==> src/rtl/ram_stream_pkg.sv <==
// ram_stream_pkg: shared sequencer state encoding and skid FIFO depth
package ram_stream_pkg;
  typedef enum logic [1:0] {IDLE, READ, DRAIN, FIN} state_t;
  localparam int FIFO_DEPTH = 2;
endpackage

==> src/rtl/ram_rd_skid_fifo.sv <==
// ram_rd_skid_fifo: 2-entry FIFO absorbing RAM read latency, push and pop may coincide even when full
module ram_rd_skid_fifo
  import ram_stream_pkg::*;
#(
  parameter int DWIDTH = 32
) (
  input  logic              clock,
  input  logic              reset_n,
  input  logic              push,
  input  logic [DWIDTH-1:0] push_data,
  input  logic              pop,
  output logic              out_valid,
  output logic [DWIDTH-1:0] out_data,
  output logic [1:0]        count
);
  logic [DWIDTH-1:0] mem [FIFO_DEPTH];
  logic rd_ptr, wr_ptr;
  assign out_valid = count != 2'd0;
  assign out_data = mem[rd_ptr];
  always_ff @(posedge clock or negedge reset_n)
    if (!reset_n) begin
      for (int i = 0; i < FIFO_DEPTH; i++) mem[i] <= '0;
      rd_ptr <= 1'b0;
      wr_ptr <= 1'b0;
      count <= 2'd0;
    end else begin
      if (push) begin
        mem[wr_ptr] <= push_data;
        wr_ptr <= ~wr_ptr;
      end
      if (pop) rd_ptr <= ~rd_ptr;
      count <= count + 2'(push) - 2'(pop);
    end
  always_ff @(posedge clock)
    if (reset_n) begin
      assert (!(push && !pop && count == 2'(FIFO_DEPTH)));
      assert (!(pop && count == 2'd0));
    end
endmodule

==> src/rtl/ram_stream_reader.sv <==
// ram_stream_reader: walks a wrap-around RAM window and streams words out on valid/ready with last
module ram_stream_reader
  import ram_stream_pkg::*;
#(
  parameter int AWIDTH = 3,
  parameter int DWIDTH = 32
) (
  input  logic              clock,
  input  logic              reset_n,
  input  logic              start,
  input  logic [AWIDTH-1:0] base_addr,
  input  logic [AWIDTH:0]   length,
  output logic              busy,
  output logic              done,
  output logic [AWIDTH-1:0] ram_addr,
  output logic              ram_we,
  input  logic [DWIDTH-1:0] ram_dout,
  output logic              m_valid,
  output logic [DWIDTH-1:0] m_data,
  output logic              m_last,
  input  logic              m_ready
);
  state_t state;
  logic [AWIDTH:0] issue_cnt, beat_cnt;
  logic [1:0] fifo_count;
  logic [2:0] occ;
  logic inflight, pop, issue;
  assign ram_we = 1'b0;
  assign pop = m_valid & m_ready;
  assign occ = {1'b0, fifo_count} + {2'b0, inflight} - {2'b0, pop};
  assign issue = (state == READ) && (occ < 3'd2);
  assign m_last = m_valid && (beat_cnt == (AWIDTH+1)'(1));
  ram_rd_skid_fifo #(.DWIDTH(DWIDTH)) u_fifo (
    .clock(clock),
    .reset_n(reset_n),
    .push(inflight),
    .push_data(ram_dout),
    .pop(pop),
    .out_valid(m_valid),
    .out_data(m_data),
    .count(fifo_count)
  );
  always_ff @(posedge clock or negedge reset_n)
    if (!reset_n) begin
      state <= IDLE;
      busy <= 1'b0;
      done <= 1'b0;
      ram_addr <= '0;
      issue_cnt <= '0;
      beat_cnt <= '0;
      inflight <= 1'b0;
    end else begin
      inflight <= issue;
      if (pop) beat_cnt <= beat_cnt - (AWIDTH+1)'(1);
      case (state)
        IDLE:
          if (start) begin
            busy <= 1'b1;
            if (length != '0) begin
              state <= READ;
              ram_addr <= base_addr;
              issue_cnt <= length;
              beat_cnt <= length;
            end else begin
              state <= FIN;
              done <= 1'b1;
            end
          end
        READ:
          if (issue) begin
            ram_addr <= ram_addr + AWIDTH'(1);
            issue_cnt <= issue_cnt - (AWIDTH+1)'(1);
            if (issue_cnt == (AWIDTH+1)'(1)) state <= DRAIN;
          end
        DRAIN:
          if (beat_cnt == '0 || (beat_cnt == (AWIDTH+1)'(1) && pop)) begin
            state <= FIN;
            done <= 1'b1;
          end
        FIN: begin
          state <= IDLE;
          busy <= 1'b0;
          done <= 1'b0;
        end
      endcase
    end
endmodule
==> config.mk <==
export PLATFORM = sky130hd
export DESIGN_NAME = ram_stream_reader
export DESIGN_NICKNAME = d
export VERILOG_FILES = /design/src/rtl/ram_stream_pkg.sv /design/src/rtl/ram_rd_skid_fifo.sv /design/src/rtl/ram_stream_reader.sv
export SDC_FILE = /design/constraint.sdc
export NUM_CORES = 1
export LEC_CHECK = 0
export BUFFER_PORTS_ARGS = -buffer_cell sky130_fd_sc_hd__buf_2
export CORE_UTILIZATION = 30
export CTS_BUF_LIST = sky130_fd_sc_hd__clkbuf_8
export DETAILED_ROUTE_END_ITERATION = 10
export SLEW_MARGIN = 20
export SYNTH_ARGS = -nofsm -noshare
export SYNTH_HDL_FRONTEND = slang
export SYNTH_SLANG_ARGS = --single-unit
==> constraint.sdc <==
create_clock -name clock -period 3.41 [get_ports clock]
set_input_delay 0.341 -clock clock [delete_from_list [all_inputs] [get_ports clock]]
set_output_delay 0.341 -clock clock [all_outputs]
set_load 0.01 [all_outputs]
* Yosys cells after proc, flatten, opt, wreduce, memory -nomap -nowiden *
Index checks and enable logic that the tools add are counted.
W data, S select, Z words.

storage, ports and cells
  bits in registers = 84
  bits of input ports = 43
  output and inout bits = 40
  word-level logic and storage cells = 85

operators by class
  $add $sub $neg = 7
  magnitude comparators = 4
  equal/unequal tests = 11
  multiplexer cells = 30
  bitwise gates (word level) = 5
  reductions and logical operators = 16

operators by type and width
  operator               number
  $mux W32               4
  $bwmux W64             1
  $demux W32 S1          1
  $mux W4                7
  $reduce_and A4 Y1      3
  $mux W2                5
  $ne A2 B2 Y1 const B   5
  $mux W3                3
  $eq A4 B1 Y1 const B   2
  $pmux W2 S4            1
  $pmux W4 S2            1
  $sub A4 B1 Y4 const B  2
  $pmux W3 S2            1
  $reduce_bool A2 Y1     3
  $eq A2 B2 Y1 const B   2
  $ge A2 B2 Y1 const B   2
  $logic_and A1 B1 Y1    4
  $logic_not A4 Y1       1
  $mux W1                4
  $not A1 Y2             2
  $reduce_bool A4 Y1     1
  $add A2 B1 Y3          1
  $add A3 B1 Y3 const B  1
  $lt A3 B2 Y1 const B   1
  other kinds (14)       15

* Logic depth before layout (Yosys ltp) *
Gate-level depths: netlist of run 1.

  word-level depth = 7
  depth in mapped cells = 9

* By module *
Synthesis of run 1 repeated with hierarchy kept, for this count alone.

second synthesis, totals
  cell total of the unflattened synthesis = 307
  area total of the unflattened synthesis = 4131.5 µm²

modules (own cells, without submodules)
  module             instances  cells each  area each (µm²)
  ram_rd_skid_fifo   1          186         2980.4
  ram_stream_reader  1          121         1151.1

* Worst setup path before layout of run 1 *
No wires, ideal clock.

  path type = flip-flop to flip-flop
  start point = register u_fifo.count[1]
  end point = register issue_cnt[3]
  data arrival time = 2.548 ns
  data required time = 3.267 ns
  slack = 0.720 ns
  cell stages (with the launch flop) = 10
  clock period less this slack = 2.690 ns
  cells stage by stage = dfrtp_1 > o21a_1 > nand2_1 > o21ai_0 > ha_1 > fa_1 > or4_4 > a2111oi_2 > o21bai_1 > a222oi_1

between the ends
  word-level cells in the longest chain between the ends = 7

ends and longest elaborated chain
  element                                                RTL line                 text
  start, declared                                        ram_rd_skid_fifo.sv:14   output logic [1:0] count
  start signal, assigned                                 ram_rd_skid_fifo.sv:32   count <= count + 2'(push) - 2'(pop);
  branches (longest 2 deep; another with $add A2 B1 Y3)  n/a
  $sub A3 B1 Y3 *                                        ram_stream_reader.sv:30  assign occ = {1'b0, fifo_count} + {2'b0, inflight} - {2'b0, pop};
  named net occ[1]                                       ram_stream_reader.sv:26  logic [2:0] occ;
  $lt A3 B2 Y1 *                                         ram_stream_reader.sv:31  assign issue = (state == READ) && (occ < 3'd2);
  $logic_and A1 B1 Y1 *                                  ram_stream_reader.sv:31
  $ne A2 B2 Y1 (no line) *                               n/a
  $reduce_and A4 Y1 (no line) *                          n/a
  end signal, assigned                                   ram_stream_reader.sv:62  issue_cnt <= length;
  end signal, assigned                                   ram_stream_reader.sv:72  issue_cnt <= issue_cnt - (AWIDTH+1)'(1);
  end, declared                                          ram_stream_reader.sv:24  logic [AWIDTH:0] issue_cnt, beat_cnt;

Mark *: on every way through the listed nets, which the timed path passes.
A chain may end at the register's enable or synchronous reset.

* Final worst setup path of run 1 *
Same ends and word-level chain as after synthesis.

==> flow_metrics.py, run 1 <==
metrics = {
    "outcome": {
        "status": "completed",
    },
    "die": {
        "fp.dieW_um": 118,
        "die-height_um": 118,
        "core_area_mm2": 0.0132,
        "die-area_mm2": 0.0140,
        "rows": 42,
        "initial_utilization": 0.307,
        "ios": 83,
    },
    "clock_network": {
        "cts_root_buf": "clkbuf_8",
        "post_cts_buffers": 0,
        "clock_path_buffers": 2,
        "cts_tree": "yes",
        "numCtsBuffers": 9,
        "hold_buffers": 0,
        "clk_pin_slew_ns": 0.09,
        "htree_levels": 3,
        "clock_latency_ns": 0.36,
        "cts.sinks": 84,
        "cts_resized": 0,
    },
    "route": {
        "vias_per_cell": 4.62,
        "wl_per_cell_um": 14.7,
        "drtAntennaViolNets": 0,
        "drt_wl_total_um": 8240,
        "drc_errors": 0,
        "first_pass_iters": 4,
        "drt-initial-drc-count": 116,
        "vias": 2590,
    },
    "cells_and_area": {
        "antenna_cells": 0,
        "final_core_util": 0.368,
        "area_growth_pct": 20.0,
        "layout-drive-gt1-share": 0.535,
        "fillers": 1293,
        "design_area_mm2": 0.00486,
        "nNetsFinal": 435,
    },
    "global_routing": {
        "grt.overflow.total": 0,
        "grt_max_degree": 85,
        "grt_antenna_before_repair": 0,
        "grt_pass1_wl_um": 14100,
        "gr-usage-all-layers": 0.129,
        "grt_pass1_vias": 2789,
    },
    "placement": {
        "dp_hpwl_um": 5660,
        "place_area_mm2": 0.00465,
        "place_congestion": 0.747,
        "io_buffer_count": 81,
    },
    "sta": {
        "setup_viol_count_final": 0,
        "fin_crit_ns": 2.91,
        "worstMarginPinSlew_ns": 1.04,
        "setup-tns-final_ns": 0,
        "whs_ns": 0.0262,
        "maxSlewViolCount": 0,
        "min_period_over_period": 0.854,
        "hold_viol": 0,
        "finalClockSkew_ns": 0.00582,
        "fmax_ghz": 0.343,
        "rsz0062_at_grt": "false",
        "max_slew_margin": 0.305,
    },
    "min_path": {
        "hold_class": "input pin to async pin",
    },
    "worst_setup_path": {
        "cp-start-kind": "flip-flop",
        "r2r_cells": 9,
        "cp.required_ns": 3.62,
        "worstPathArrival_ns": 3.12,
        "timing.rr.start": "u_fifo.count[1]",
        "r2r-end": "issue_cnt[3]",
        "endpoint_kind": "flip-flop",
        "regToRegSetupSlack_ns": 0.50,
        "crit_fanout": 7,
        "crit_start": "u_fifo.count[1]",
        "critPathCapture": "issue_cnt[3]",
        "critical_path_class": "flip-flop to flip-flop",
    },
    "synthesis": {
        "synthCells": 301,
        "yosys_warnings": 0,
        "syn_avg_cell_area_um2": 13.5,
        "synthesis.area_mm2": 0.00405,
        "synth_nets": 356,
        "yosysSeqAreaShare": 0.519,
        "synth-seq-cells": 84,
        "synthDistinctLibCells": 46,
        "ys_top_cells_by_area": "dfrtp_1, mux2_2, ha_1",
        "synth_top_area_share": 0.519,
        "synth_area_leader_cell": "dfrtp_1",
    },
    "pwr": {
        "ir_drop_mv": 0.461,
        "power.density_mw_per_mm2": 1000,
        "p_leak_nw": 2.19,
    },
    "run": {
        "maxCapViolCount": 0,
    },
}
==> layout by cell type (no fill, tap or decap), types with 4 or more instances in the layout <==
master and count:
mux2i_1 7, clkbuf_8 9, o21ai_0 12, a21oi_1 4
nor2_1 4, inv_1 11, ha_1 11, buf_2 80
dfrtp_1 84, nand2_1 13, mux2_2 97
==> routing by layer <==
metal	vias to the layer above	wire [µm]	GRT usage	share of wire
met5	-	0	0	0
met4	0	64	0.0288	0.0078
met3	5	446	0.0458	0.054
met2	66	4020	0.216	0.49
met1	1290	3710	0.160	0.45
li1	1229	-	-	-
==> synth_stat cells (all sizes together) <==
library cell,instances
conb,1
nor2,5
fa,1
o211ai,1
nor4,2
ha,11
a221oi,1
nand2b,1
dfrtp,84
o41ai,2
a2111oi,2
mux2i,7
or2b,1
xor2,2
o21ai,13
inv,11
or4b,1
o32a,1
a21boi,1
nor3b,3
nor2b,3
nand2,13
a221o,1
nor3,1
xnor2,4
a222oi,1
clkbuf,7
and2,3
buf,8
a21oi,4
mux2,99
o21a,3
o31ai,1
or4,1
o21bai,1
==> cell type report <==
class	count	area, µm²	share of cell area
repair buffers	83	439	0.0904
flip-flops and latches	84	2100	0.433
clock inverters	7	83.8	0.0173
well taps	176	220	0.0453
clock buffers	9	124	0.0255
inverters	11	41.3	0.00850
multi-input cells	191	1850	0.381
==> stage by stage <==
step | std cells | setup WS [ns] | total power (W)
floorplan | 301 | 0.720 | 0.00347
global route | 561 | 0.278 | 0.00529
CTS | 561 | 0.505 | 0.00497
global placement | 545 | 0.582 | 0.00411
detailed placement | 545 | 0.531 | 0.00420
finish | 561 | 0.498 | 0.00488
==> power breakdown <==
group / internal [W] / switching [W] / leakage, nW
clock network: 0.000352 / 0.000387 / 0.108
registers: 0.00151 / 0.000325 / 0.999
logic: 0.00126 / 0.00104 / 1.08
==> state kept, by name (all words and copies together), names as in the netlist <==
signal	count
beat_cnt	4
busy	1
done	1
inflight	1
issue_cnt	4
ram_addr	3
state	2
u_fifo.count	2
u_fifo.mem	64
u_fifo.rd_ptr	1
u_fifo.wr_ptr	1
==> worst max-delay path: stages (launching register included) <==
cell and delay, ns:
dfrtp_1 0.44, o21a_1 0.26, nand2_1 0.12, o21ai_0 0.10
ha_1 0.21, fa_1 0.55, or4_4 0.52, a2111oi_2 0.33
o21bai_1 0.15, a222oi_1 0.08
==> worst min path at each step <==
stage | endpoint | slack, ns | cells past startpoint | startpoint
6_report | u_fifo.mem[14] | 0.03 | 1 | reset_n
5_1_grt | u_fifo.mem[49] | 0.06 | 1 | reset_n
4_1_cts | u_fifo.mem[39] | 0.19 | 2 | ram_dout[7]
3_5_place_dp | u_fifo.mem[39] | 0.49 | 1 | u_fifo.mem[39]
3_3_place_gp | u_fifo.mem[39] | 0.46 | 1 | u_fifo.mem[39]
2_1_floorplan | beat_cnt[0] | 0.05 | 0 | reset_n
==> kinds of logic after synthesis <==
| family | count (synthesis) | synth area share |
|---|---|---|
| adders and majority gates | 12 | 0.0389 |
| muxes | 106 | 0.293 |
| AOI/OAI and AO/OA | 32 | 0.0593 |
| DFF | 84 | 0.519 |
| buffers and inverters | 26 | 0.0263 |
| other | 1 | 0.000926 |
| xor gates and xnor gates | 6 | 0.0148 |
| and+or+nand+nor | 34 | 0.0482 |
(Power assumes the default switching activity.)
==> inputs of run 2 (changes only) <==
Settings changed: CORE_ASPECT_RATIO set to 1.75.
==> run 2 against run 1 <==
  * Combinational power fell by 3%
  * Fmax barely moved
  * Largest cell class unchanged
  * Non-clock buffer count is 1 lower
  * Highest routed layer unchanged
  * The run now ends with negative hold slack left
==> flow_metrics.py, run 2 (synthesized netlist as in run 1, its figures left out) <==
metrics = {
    "placement": {
        "dp_hpwl_um": 5920,
        "io_buffer_count": 81,
        "preCtsSetupSlack_ns": 0.510,
        "place_congestion": 0.807,
    },
    "pwr": {
        "combPwrFrac": 0.453,
        "p_int_w": 0.00318,
        "p_switching_w": 0.00173,
        "power.density_mw_per_mm2": 1010,
        "clockPowerShare": 0.163,
        "seq_power_share": 0.385,
        "p_leak_nw": 2.19,
        "ir_drop_mv": 0.529,
        "p_sw_frac": 0.353,
    },
    "worst_setup_path": {
        "worstPathArrival_ns": 3.12,
        "r2r-end": "issue_cnt[3]",
        "cp-start-kind": "flip-flop",
        "crit_fanout": 7,
        "critical_path_class": "flip-flop to flip-flop",
        "cp.required_ns": 3.62,
        "regToRegSetupSlack_ns": 0.50,
        "r2r_cells": 9,
        "timing.rr.start": "u_fifo.count[1]",
        "endpoint_kind": "flip-flop",
    },
    "clock_network": {
        "cts_root_buf": "clkbuf_8",
        "cts_resized": 0,
        "cts_tree": "yes",
        "clock_path_buffers": 2,
        "numCtsBuffers": 9,
        "post_cts_buffers": 0,
        "htree_levels": 3,
        "hold_buffers": 0,
        "cts.sinks": 84,
        "clk_pin_slew_ns": 0.10,
        "clock_latency_ns": 0.35,
    },
    "outcome": {
        "status": "complete, but fails checks",
        "violations": "negative hold slack",
    },
    "global_routing": {
        "grt_max_degree": 85,
        "grt_pass1_wl_um": 14200,
        "grt_antenna_before_repair": 0,
        "gr-usage-all-layers": 0.130,
        "grt.overflow.total": 0,
        "grt_pass1_vias": 2838,
    },
    "min_path": {
        "hold_class": "input pin to async pin",
    },
    "cells_and_area": {
        "regMostFlops": "u_fifo.mem",
        "final_core_util": 0.371,
        "area_growth_pct": 19.9,
        "largest_reg_flops": 64,
        "nNetsFinal": 434,
        "fillers": 1312,
        "multi_input_area_mm2": 0.00185,
        "layout-drive-gt1-share": 0.536,
        "mostFrequentLayoutCell": "mux2_2",
        "antenna_cells": 0,
        "seqCellArea_mm2": 0.00210,
        "reg_top3": "u_fifo.mem x64, beat_cnt x4, issue_cnt x4",
        "final_cell_mix": "mux2_2, dfrtp_1, buf_2",
    },
    "die": {
        "die-height_um": 156,
        "rows": 55,
        "initial_utilization": 0.310,
        "fp.dieW_um": 89.8,
        "core_area_mm2": 0.0131,
        "die-area_mm2": 0.0140,
        "ios": 83,
    },
    "sta": {
        "maxSlewViolCount": 0,
        "fmax_ghz": 0.344,
        "rsz0062_at_grt": "false",
        "setup-tns-final_ns": 0,
        "finalClockSkew_ns": 0.0138,
        "setup_viol_count_final": 0,
        "whs_ns": -0.000412,
        "fin_crit_ns": 2.91,
        "hold_viol": 5,
        "worstMarginPinSlew_ns": 0.886,
        "min_period_over_period": 0.854,
        "max_slew_margin": 0.407,
        "fin_ws_ns": 0.499,
    },
    "route": {
        "met1_length_um": 3190,
        "drc_errors": 0,
        "drtAntennaViolNets": 0,
        "met2_length_um": 4790,
        "top_layer_used": "met4",
        "vias_per_cell": 4.76,
        "vias": 2642,
        "met3_length_um": 321,
        "drt_wl_total_um": 8470,
        "drt-initial-drc-count": 69,
        "wl_per_cell_um": 15.3,
        "first_pass_iters": 4,
    },
    "run": {
        "maxCapViolCount": 0,
    },
}
## run 2: cell count changes in the layout (fill, tap and decap cells not counted)
| cell | change |
|---|---|
| buf_12 | -1 |
| bufinv_16 | +1 |
| clkbuf_8 | +1 |
| clkinv_2 | -1 |
| clkinvlp_4 | +1 |
| dfrtp_1 | -1 |
| dfrtp_2 | +1 |
| inv_1 | +1 |
| inv_6 | -1 |
| inv_8 | -2 |
| nand2_1 | -1 |
| nand2_2 | +1 |
## run 2: worst max-delay path, cell delays in order, from the launching register on
cell	delay [ns]
dfrtp_1	0.45
o21a_1	0.26
nand2_1	0.12
o21ai_0	0.09
ha_1	0.20
fa_1	0.55
or4_4	0.52
a2111oi_2	0.32
o21bai_1	0.16
a222oi_1	0.09
## run 2: layout make-up
cell class	instances	share of cell area
Sequential cell	84	0.433
Multi-Input combinational cell	191	0.381
Timing Repair Buffer	82	0.0863
Tap cell	171	0.0441
Clock buffer	10	0.0283
Clock inverter	6	0.0183
Inverter	11	0.00850
## run 2: power by group through the flow
stage / clock network [W] / registers, W / logic [W]
global route: 0.000869 / 0.00198 / 0.00244
finish: 0.000799 / 0.00189 / 0.00222
global placement: 0 / 0.00188 / 0.00221
CTS: 0.000840 / 0.00190 / 0.00227
detailed placement: 0 / 0.00193 / 0.00226
floorplan: 0 / 0.00175 / 0.00172
## run 2: worst max path at each step
stage | startpoint | endpoint | slack [ns] | cells past startpoint
CTS | u_fifo.count[1] | issue_cnt[3] | 0.49 | 9
global placement | u_fifo.count[1] | issue_cnt[3] | 0.58 | 9
detailed placement | u_fifo.count[1] | issue_cnt[3] | 0.51 | 9
floorplan | u_fifo.count[1] | issue_cnt[3] | 0.72 | 9
global route | u_fifo.count[1] | issue_cnt[3] | 0.31 | 9
finish | u_fifo.count[1] | issue_cnt[3] | 0.50 | 9
## run 2: per-stage QoR
| stage | cells | total power, W | hold WS (ns) | area, µm² |
|---|---|---|---|---|
| after floorplan | 301 | 0.00347 | 0.0454 | 4050 |
| after global placement | 539 | 0.00409 | 0.462 | 4630 |
| after detailed placement | 539 | 0.00419 | 0.479 | 4630 |
| after CTS | 555 | 0.00501 | 0.198 | 4850 |
| after global routing | 555 | 0.00529 | 0.0803 | 4860 |
| final | 555 | 0.00491 | -0.000412 | 4860 |
## run 2: routing by layer
layer / up-vias / track usage
met2: 59 / 0.245
li1: 1226 / -
met4: 0 / 0.0601
met5: - / 0
met1: 1344 / 0.136
met3: 13 / 0.0273
